[src/rtl/data_mem_arbiter_pkg.sv]
// data_mem_arbiter_pkg: shared widths and arbiter state encoding
package data_mem_arbiter_pkg;
    localparam int ADDR_W = 8;
    localparam int DATA_W = 8;
    typedef enum logic [1:0] {ARB_IDLE, ARB_CORE_RD, ARB_EXT_RD} arb_state_t;
endpackage

[src/rtl/data_mem_arbiter_if.sv]
// data_mem_arbiter_if: core, external master, data RAM and perf signals of the arbiter
interface data_mem_arbiter_if
    import data_mem_arbiter_pkg::*;
#(
    parameter int AW = ADDR_W,
    parameter int DW = DATA_W
) ();
    logic          core_rd, core_wr, core_stall;
    logic [AW-1:0] core_addr;
    logic [DW-1:0] core_wdata, core_rdata;
    logic          ext_req, ext_we, ext_gnt, ext_rvalid;
    logic [AW-1:0] ext_addr;
    logic [DW-1:0] ext_wdata, ext_rdata;
    logic [AW-1:0] mem_addr;
    logic          mem_we;
    logic [DW-1:0] mem_wdata, mem_rdata;
    logic [15:0]   perf_stall, perf_ext;
    modport slave (
        input  core_rd, core_wr, core_addr, core_wdata, ext_req, ext_we, ext_addr, ext_wdata, mem_rdata,
        output core_rdata, core_stall, ext_gnt, ext_rvalid, ext_rdata, mem_addr, mem_we, mem_wdata,
               perf_stall, perf_ext
    );
    modport master (
        output core_rd, core_wr, core_addr, core_wdata, ext_req, ext_we, ext_addr, ext_wdata, mem_rdata,
        input  core_rdata, core_stall, ext_gnt, ext_rvalid, ext_rdata, mem_addr, mem_we, mem_wdata,
               perf_stall, perf_ext
    );
endinterface

[src/rtl/data_mem_arbiter_perf.sv]
// arb_perf_counter: 16-bit saturating event counter with enable
module arb_perf_counter (
    input  logic        clk,
    input  logic        reset,
    input  logic        en_i,
    output logic [15:0] cnt_o
);
    logic [15:0] cnt_q;
    always_ff @(posedge clk or negedge reset)
        if (!reset) cnt_q <= '0;
        else if (en_i && cnt_q != 16'hFFFF) cnt_q <= cnt_q + 16'd1;
    assign cnt_o = cnt_q;
endmodule

[src/rtl/data_mem_arbiter.sv]
// data_mem_arbiter: core/ext arbiter for a sync-read data RAM; perf counters built only under ARB_PERF_CNT_EN
module data_mem_arbiter
    import data_mem_arbiter_pkg::*;
#(
    parameter int STARVE_LIMIT = 4
) (
    input logic               clk,
    input logic               reset,
    data_mem_arbiter_if.slave bus
);
    localparam int SW = $clog2(STARVE_LIMIT + 1);
    localparam logic [SW-1:0] LIMIT = SW'(STARVE_LIMIT);
    arb_state_t    state_q, state_d;
    logic [SW-1:0] starve_q, starve_d;
    logic          core_req, in_crd, ext_win, core_win;
    // Everything is gated by reset so all outputs read 0 while it is held low
    always_comb begin
        in_crd   = state_q == ARB_CORE_RD;
        core_req = bus.core_rd | bus.core_wr;
        ext_win  = reset && bus.ext_req && (!core_req || starve_q == LIMIT || in_crd);
        core_win = reset && !ext_win && core_req && !in_crd;
        state_d  = ext_win && !bus.ext_we ? ARB_EXT_RD : core_win && !bus.core_wr ? ARB_CORE_RD : ARB_IDLE;
        starve_d = !bus.ext_req || ext_win ? '0 : starve_q == LIMIT ? LIMIT : starve_q + SW'(1);
    end
    assign bus.mem_addr   = ext_win ? bus.ext_addr : core_win ? bus.core_addr : '0;
    assign bus.mem_we     = ext_win ? bus.ext_we : core_win && bus.core_wr;
    assign bus.mem_wdata  = ext_win ? bus.ext_wdata : core_win ? bus.core_wdata : '0;
    assign bus.core_stall = reset && core_req && !in_crd && !(core_win && bus.core_wr);
    assign bus.core_rdata = in_crd ? bus.mem_rdata : '0;
    assign bus.ext_gnt    = ext_win;
    assign bus.ext_rvalid = state_q == ARB_EXT_RD;
    assign bus.ext_rdata  = state_q == ARB_EXT_RD ? bus.mem_rdata : '0;
    always_ff @(posedge clk or negedge reset)
        if (!reset) begin
            state_q  <= ARB_IDLE;
            starve_q <= '0;
        end else begin
            state_q  <= state_d;
            starve_q <= starve_d;
        end
`ifdef ARB_PERF_CNT_EN
    arb_perf_counter u_stall_cnt (.clk(clk), .reset(reset), .en_i(bus.core_stall), .cnt_o(bus.perf_stall));
    arb_perf_counter u_ext_cnt (.clk(clk), .reset(reset), .en_i(bus.ext_gnt), .cnt_o(bus.perf_ext));
`else
    assign bus.perf_stall = '0;
    assign bus.perf_ext   = '0;
`endif
endmodule

[src/flat_wrapper.sv]
// flat-port wrapper written by rule: the top's interface ports become plain ports
module data_mem_arbiter_flat import data_mem_arbiter_pkg::*;
#(
    parameter int STARVE_LIMIT = 4
)
  (clk, reset, bus_core_rd, bus_core_wr, bus_core_addr, bus_core_wdata, bus_ext_req, bus_ext_we, bus_ext_addr, bus_ext_wdata, bus_mem_rdata, bus_core_rdata, bus_core_stall, bus_ext_gnt, bus_ext_rvalid, bus_ext_rdata, bus_mem_addr, bus_mem_we, bus_mem_wdata, bus_perf_stall, bus_perf_ext);
  data_mem_arbiter_if bus_i ();
  input logic clk;
  input logic reset;
  input wire logic [$bits(bus_i.core_rd)-1:0] bus_core_rd;
  input wire logic [$bits(bus_i.core_wr)-1:0] bus_core_wr;
  input wire logic [$bits(bus_i.core_addr)-1:0] bus_core_addr;
  input wire logic [$bits(bus_i.core_wdata)-1:0] bus_core_wdata;
  input wire logic [$bits(bus_i.ext_req)-1:0] bus_ext_req;
  input wire logic [$bits(bus_i.ext_we)-1:0] bus_ext_we;
  input wire logic [$bits(bus_i.ext_addr)-1:0] bus_ext_addr;
  input wire logic [$bits(bus_i.ext_wdata)-1:0] bus_ext_wdata;
  input wire logic [$bits(bus_i.mem_rdata)-1:0] bus_mem_rdata;
  output wire logic [$bits(bus_i.core_rdata)-1:0] bus_core_rdata;
  output wire logic [$bits(bus_i.core_stall)-1:0] bus_core_stall;
  output wire logic [$bits(bus_i.ext_gnt)-1:0] bus_ext_gnt;
  output wire logic [$bits(bus_i.ext_rvalid)-1:0] bus_ext_rvalid;
  output wire logic [$bits(bus_i.ext_rdata)-1:0] bus_ext_rdata;
  output wire logic [$bits(bus_i.mem_addr)-1:0] bus_mem_addr;
  output wire logic [$bits(bus_i.mem_we)-1:0] bus_mem_we;
  output wire logic [$bits(bus_i.mem_wdata)-1:0] bus_mem_wdata;
  output wire logic [$bits(bus_i.perf_stall)-1:0] bus_perf_stall;
  output wire logic [$bits(bus_i.perf_ext)-1:0] bus_perf_ext;
  assign bus_i.core_rd = bus_core_rd;
  assign bus_i.core_wr = bus_core_wr;
  assign bus_i.core_addr = bus_core_addr;
  assign bus_i.core_wdata = bus_core_wdata;
  assign bus_i.ext_req = bus_ext_req;
  assign bus_i.ext_we = bus_ext_we;
  assign bus_i.ext_addr = bus_ext_addr;
  assign bus_i.ext_wdata = bus_ext_wdata;
  assign bus_i.mem_rdata = bus_mem_rdata;
  assign bus_core_rdata = bus_i.core_rdata;
  assign bus_core_stall = bus_i.core_stall;
  assign bus_ext_gnt = bus_i.ext_gnt;
  assign bus_ext_rvalid = bus_i.ext_rvalid;
  assign bus_ext_rdata = bus_i.ext_rdata;
  assign bus_mem_addr = bus_i.mem_addr;
  assign bus_mem_we = bus_i.mem_we;
  assign bus_mem_wdata = bus_i.mem_wdata;
  assign bus_perf_stall = bus_i.perf_stall;
  assign bus_perf_ext = bus_i.perf_ext;
  data_mem_arbiter #(.STARVE_LIMIT(STARVE_LIMIT)) u_core (.clk(clk), .reset(reset), .bus(bus_i));
endmodule
[config.mk]
export PLATFORM = sky130hd
export DESIGN_NAME = data_mem_arbiter_flat
export DESIGN_NICKNAME = d
export VERILOG_FILES = /design/src/rtl/data_mem_arbiter_pkg.sv /design/src/rtl/data_mem_arbiter_if.sv /design/src/rtl/data_mem_arbiter_perf.sv /design/src/rtl/data_mem_arbiter.sv /design/src/flat_wrapper.sv
export SDC_FILE = /design/constraint.sdc
export NUM_CORES = 1
export LEC_CHECK = 0
export ABC_AREA = 1
export BUFFER_PORTS_ARGS = -buffer_cell sky130_fd_sc_hd__clkbuf_2
export CAP_MARGIN = 20
export CORE_ASPECT_RATIO = 0.8
export CORE_UTILIZATION = 33
export CTS_CLUSTER_SIZE = 16
export DETAILED_ROUTE_END_ITERATION = 10
export PLACE_DENSITY = 0.79
export SLEW_MARGIN = 10
export SYNTH_ARGS = -nofsm -noshare
export SYNTH_HDL_FRONTEND = slang
export SYNTH_SLANG_ARGS = --single-unit
[constraint.sdc]
create_clock -name clk -period 1.6 [get_ports clk]
set_input_delay 0.32 -clock clk [delete_from_list [all_inputs] [get_ports clk]]
set_output_delay 0.32 -clock clk [all_outputs]
set_load 0.005 [all_outputs]
==> impl_metrics.ini <==
[floorplanning]
fp-row-count = 16
coreArea_mm2 = 0.002582
design.die.area_mm2 = 0.003090
start_util_pct = 36.68
die_w_um = 61.90
die_y_um = 49.92
io_pins = 114

[clock_tree]
cts_buffers = 3
cts_root_buf = clkbuf_4
cts_htree_levels = 1
cts_sinks = 5
clk_pin_slew_worst_paths_ps = 40
cts_tree = built
clock_path_buffers = 2
insertion_delay_ps = 240

[drt]
drtIter0Drc = 12
drc = 0
wl_met2_mm = 1.588
first_pass_iters = 4
drt-wirelength-per-cell_um = 10.37
wl_met1_mm = 1.146
vias = 1219
viasPerCell = 4.247
met3_length_um = 206
drt-total-wl_mm = 2.976
final_antenna_net_count = 0
highest_layer = met4

[global_route]
grt.total_usage_pct = 18.98
grt_antenna_before_repair = 0
grt_max_degree = 20
grt_pass1_wl_mm = 4.388
grt_overflow = 0
grt_pass1_vias = 1070

[place]
place_inst = 267
globalplace.congestion = 0.7845
dp_slack_ps = -72.31
port_buffers = 81
dp_hpwl_mm = 2.012
place_area_mm2 = 0.001287

[job]
max-cap-violations = 0

[timing]
period_needed_ps = 1843
finalHoldViolations = 0
whs_ps = 259.1
setup-tns-final_ps = -4059
timing.final.crit_share_pct = 115.2
fin_skew_ps = 0.2065
fmax_mhz = 542.5
setup_violations = 19
fin_ws_ps = -243.5
rsz0062_at_grt = yes
slew_violations = 0

[min_path]
min_path_type = in -> reg
worstHoldPathCells = 2
min_from = bus_ext_we
min_to = u_core.state_q[1]

[power_and_ir_drop]
power_mw = 0.8061
ir_drop_mv = 0.2249
total_leakage_power_nw = 1.042
power_density_mw_per_mm2 = 499.0

[logic_synthesis]
syn_inst = 150
yosysSeqAreaShare_pct = 13.21
avgSynthCellArea_um2 = 6.314
synth_seq_cells = 5
ys_types = 18
syn-cell-area_um2 = 947.2
yosys_warnings = 0

[cells_and_area]
multiInputGateArea_um2 = 715.7
antenna_cells = 0
mostFrequentLayoutCells = 79 x clkbuf_2, 32 x conb_1, 22 x nand3_1, 21 x nor2_1, 19 x nand2_1
post-route-util_pct = 62.55
nets = 300
syn2layout_area_growth_pct = 70.54
design_area_mm2 = 0.001615
drive_gt1_share_pct = 53.39
regArea_um2 = 125.1
finalNonFillerCells = 287
n_fill_cell = 242
layout_commonest_cell = clkbuf_2

[critical_path]
endpoint_kind = output port
arrival_ps = 1520
cp_data_required_time_ps = 1280
rrSetupSlack_ps = 90
rr_endpoint = u_core.starve_q[1]
r2r_cells = 10
path_class = reg -> out
critical_path.max_fanout = 9
crit_path_start = u_core.starve_q[0]
worstReg2RegStart = u_core.starve_q[0]
cp-start-kind = flip-flop

[outcome]
status = finished, violations left
violations = negative setup slack
-- power breakdown --
part / leakage [nW] / total, mW / internal, mW / switching (mW)
clock: 0.0150 / 0.142 / 0.0941 / 0.0482
combinational: 0.960 / 0.511 / 0.267 / 0.244
sequential: 0.0668 / 0.152 / 0.140 / 0.0124
-- routing by layer --
layer  vias to the layer above  track usage (%)
met5                         -                0
met1                       536            19.12
met2                        71            37.81
li1                        608                -
met3                         4            2.887
met4                         0            5.926
-- cell type report --
type                       instances  area share (%)
sequential                         5           7.746
clock buffer                       4           1.627
tap                               36           2.789
multi-input combinational        123           44.31
timing repair buffer             101           39.35
inverter                          18           4.183
-- worst max-delay path: stages (launching register included) --
cell,delay [ps]
dfrtp_1,350
inv_2,60
ha_4,160
nand2_4,60
nand3_4,100
buf_12,160
nand2_8,100
nand3_2,80
nand2_1,90
clkbuf_2,110
-- registers in the layout (all words and copies together), names as in the netlist --
register and flops:
u_core.starve_q 3, u_core.state_q 2
-- cell usage after synthesis --
library cell | instances | area share, %
xor2_1 | 1 | 0.92
inv_1 | 17 | 6.7
clkinv_1 | 1 | 0.40
buf_4 | 32 | 25
buf_2 | 2 | 1.1
nand3_1 | 34 | 18
nand2_1 | 21 | 8.3
nand2_4 | 4 | 4.8
nand3_4 | 1 | 1.8
buf_6 | 3 | 3.6
nor2_8 | 1 | 2.1
nand2_2 | 1 | 0.66
nor2_1 | 22 | 8.7
a21oi_1 | 1 | 0.53
ha_1 | 2 | 2.6
dfrtp_1 | 5 | 13
a21boi_0 | 1 | 0.79
conb_1 | 1 | 0.40
-- worst max path at each step --
stage                      endpoint  slack (ps)
CTS                 bus_mem_addr[1]        -240
floorplan           bus_mem_addr[7]         130
detailed placement   bus_core_stall         -70
global placement    bus_mem_addr[1]         -10
finish              bus_mem_addr[2]        -240
global route        bus_mem_addr[2]        -330
-- logic make-up after synthesis --
family / after synthesis / synth area share, %
AO/OA/AOI/OAI: 2 / 1.321
XOR/XNOR: 1 / 0.9249
adder cells (fa/ha/maj): 2 / 2.642
buffers and inverters: 55 / 37.12
flip-flops: 5 / 13.21
other: 1 / 0.3959
AND/OR/NAND/NOR: 84 / 44.39
-- timing repair --
item                                    4_1_cts  5_1_grt
resized for setup                             9       23
buffers inserted                              8        3
endpoints found under the setup margin       19       30
endpoints found under the hold margin         0        3
pin swaps                                     4       12
hold buffers                                  0        1
cloned                                        4        0
Power figures use the tool's default switching activity.
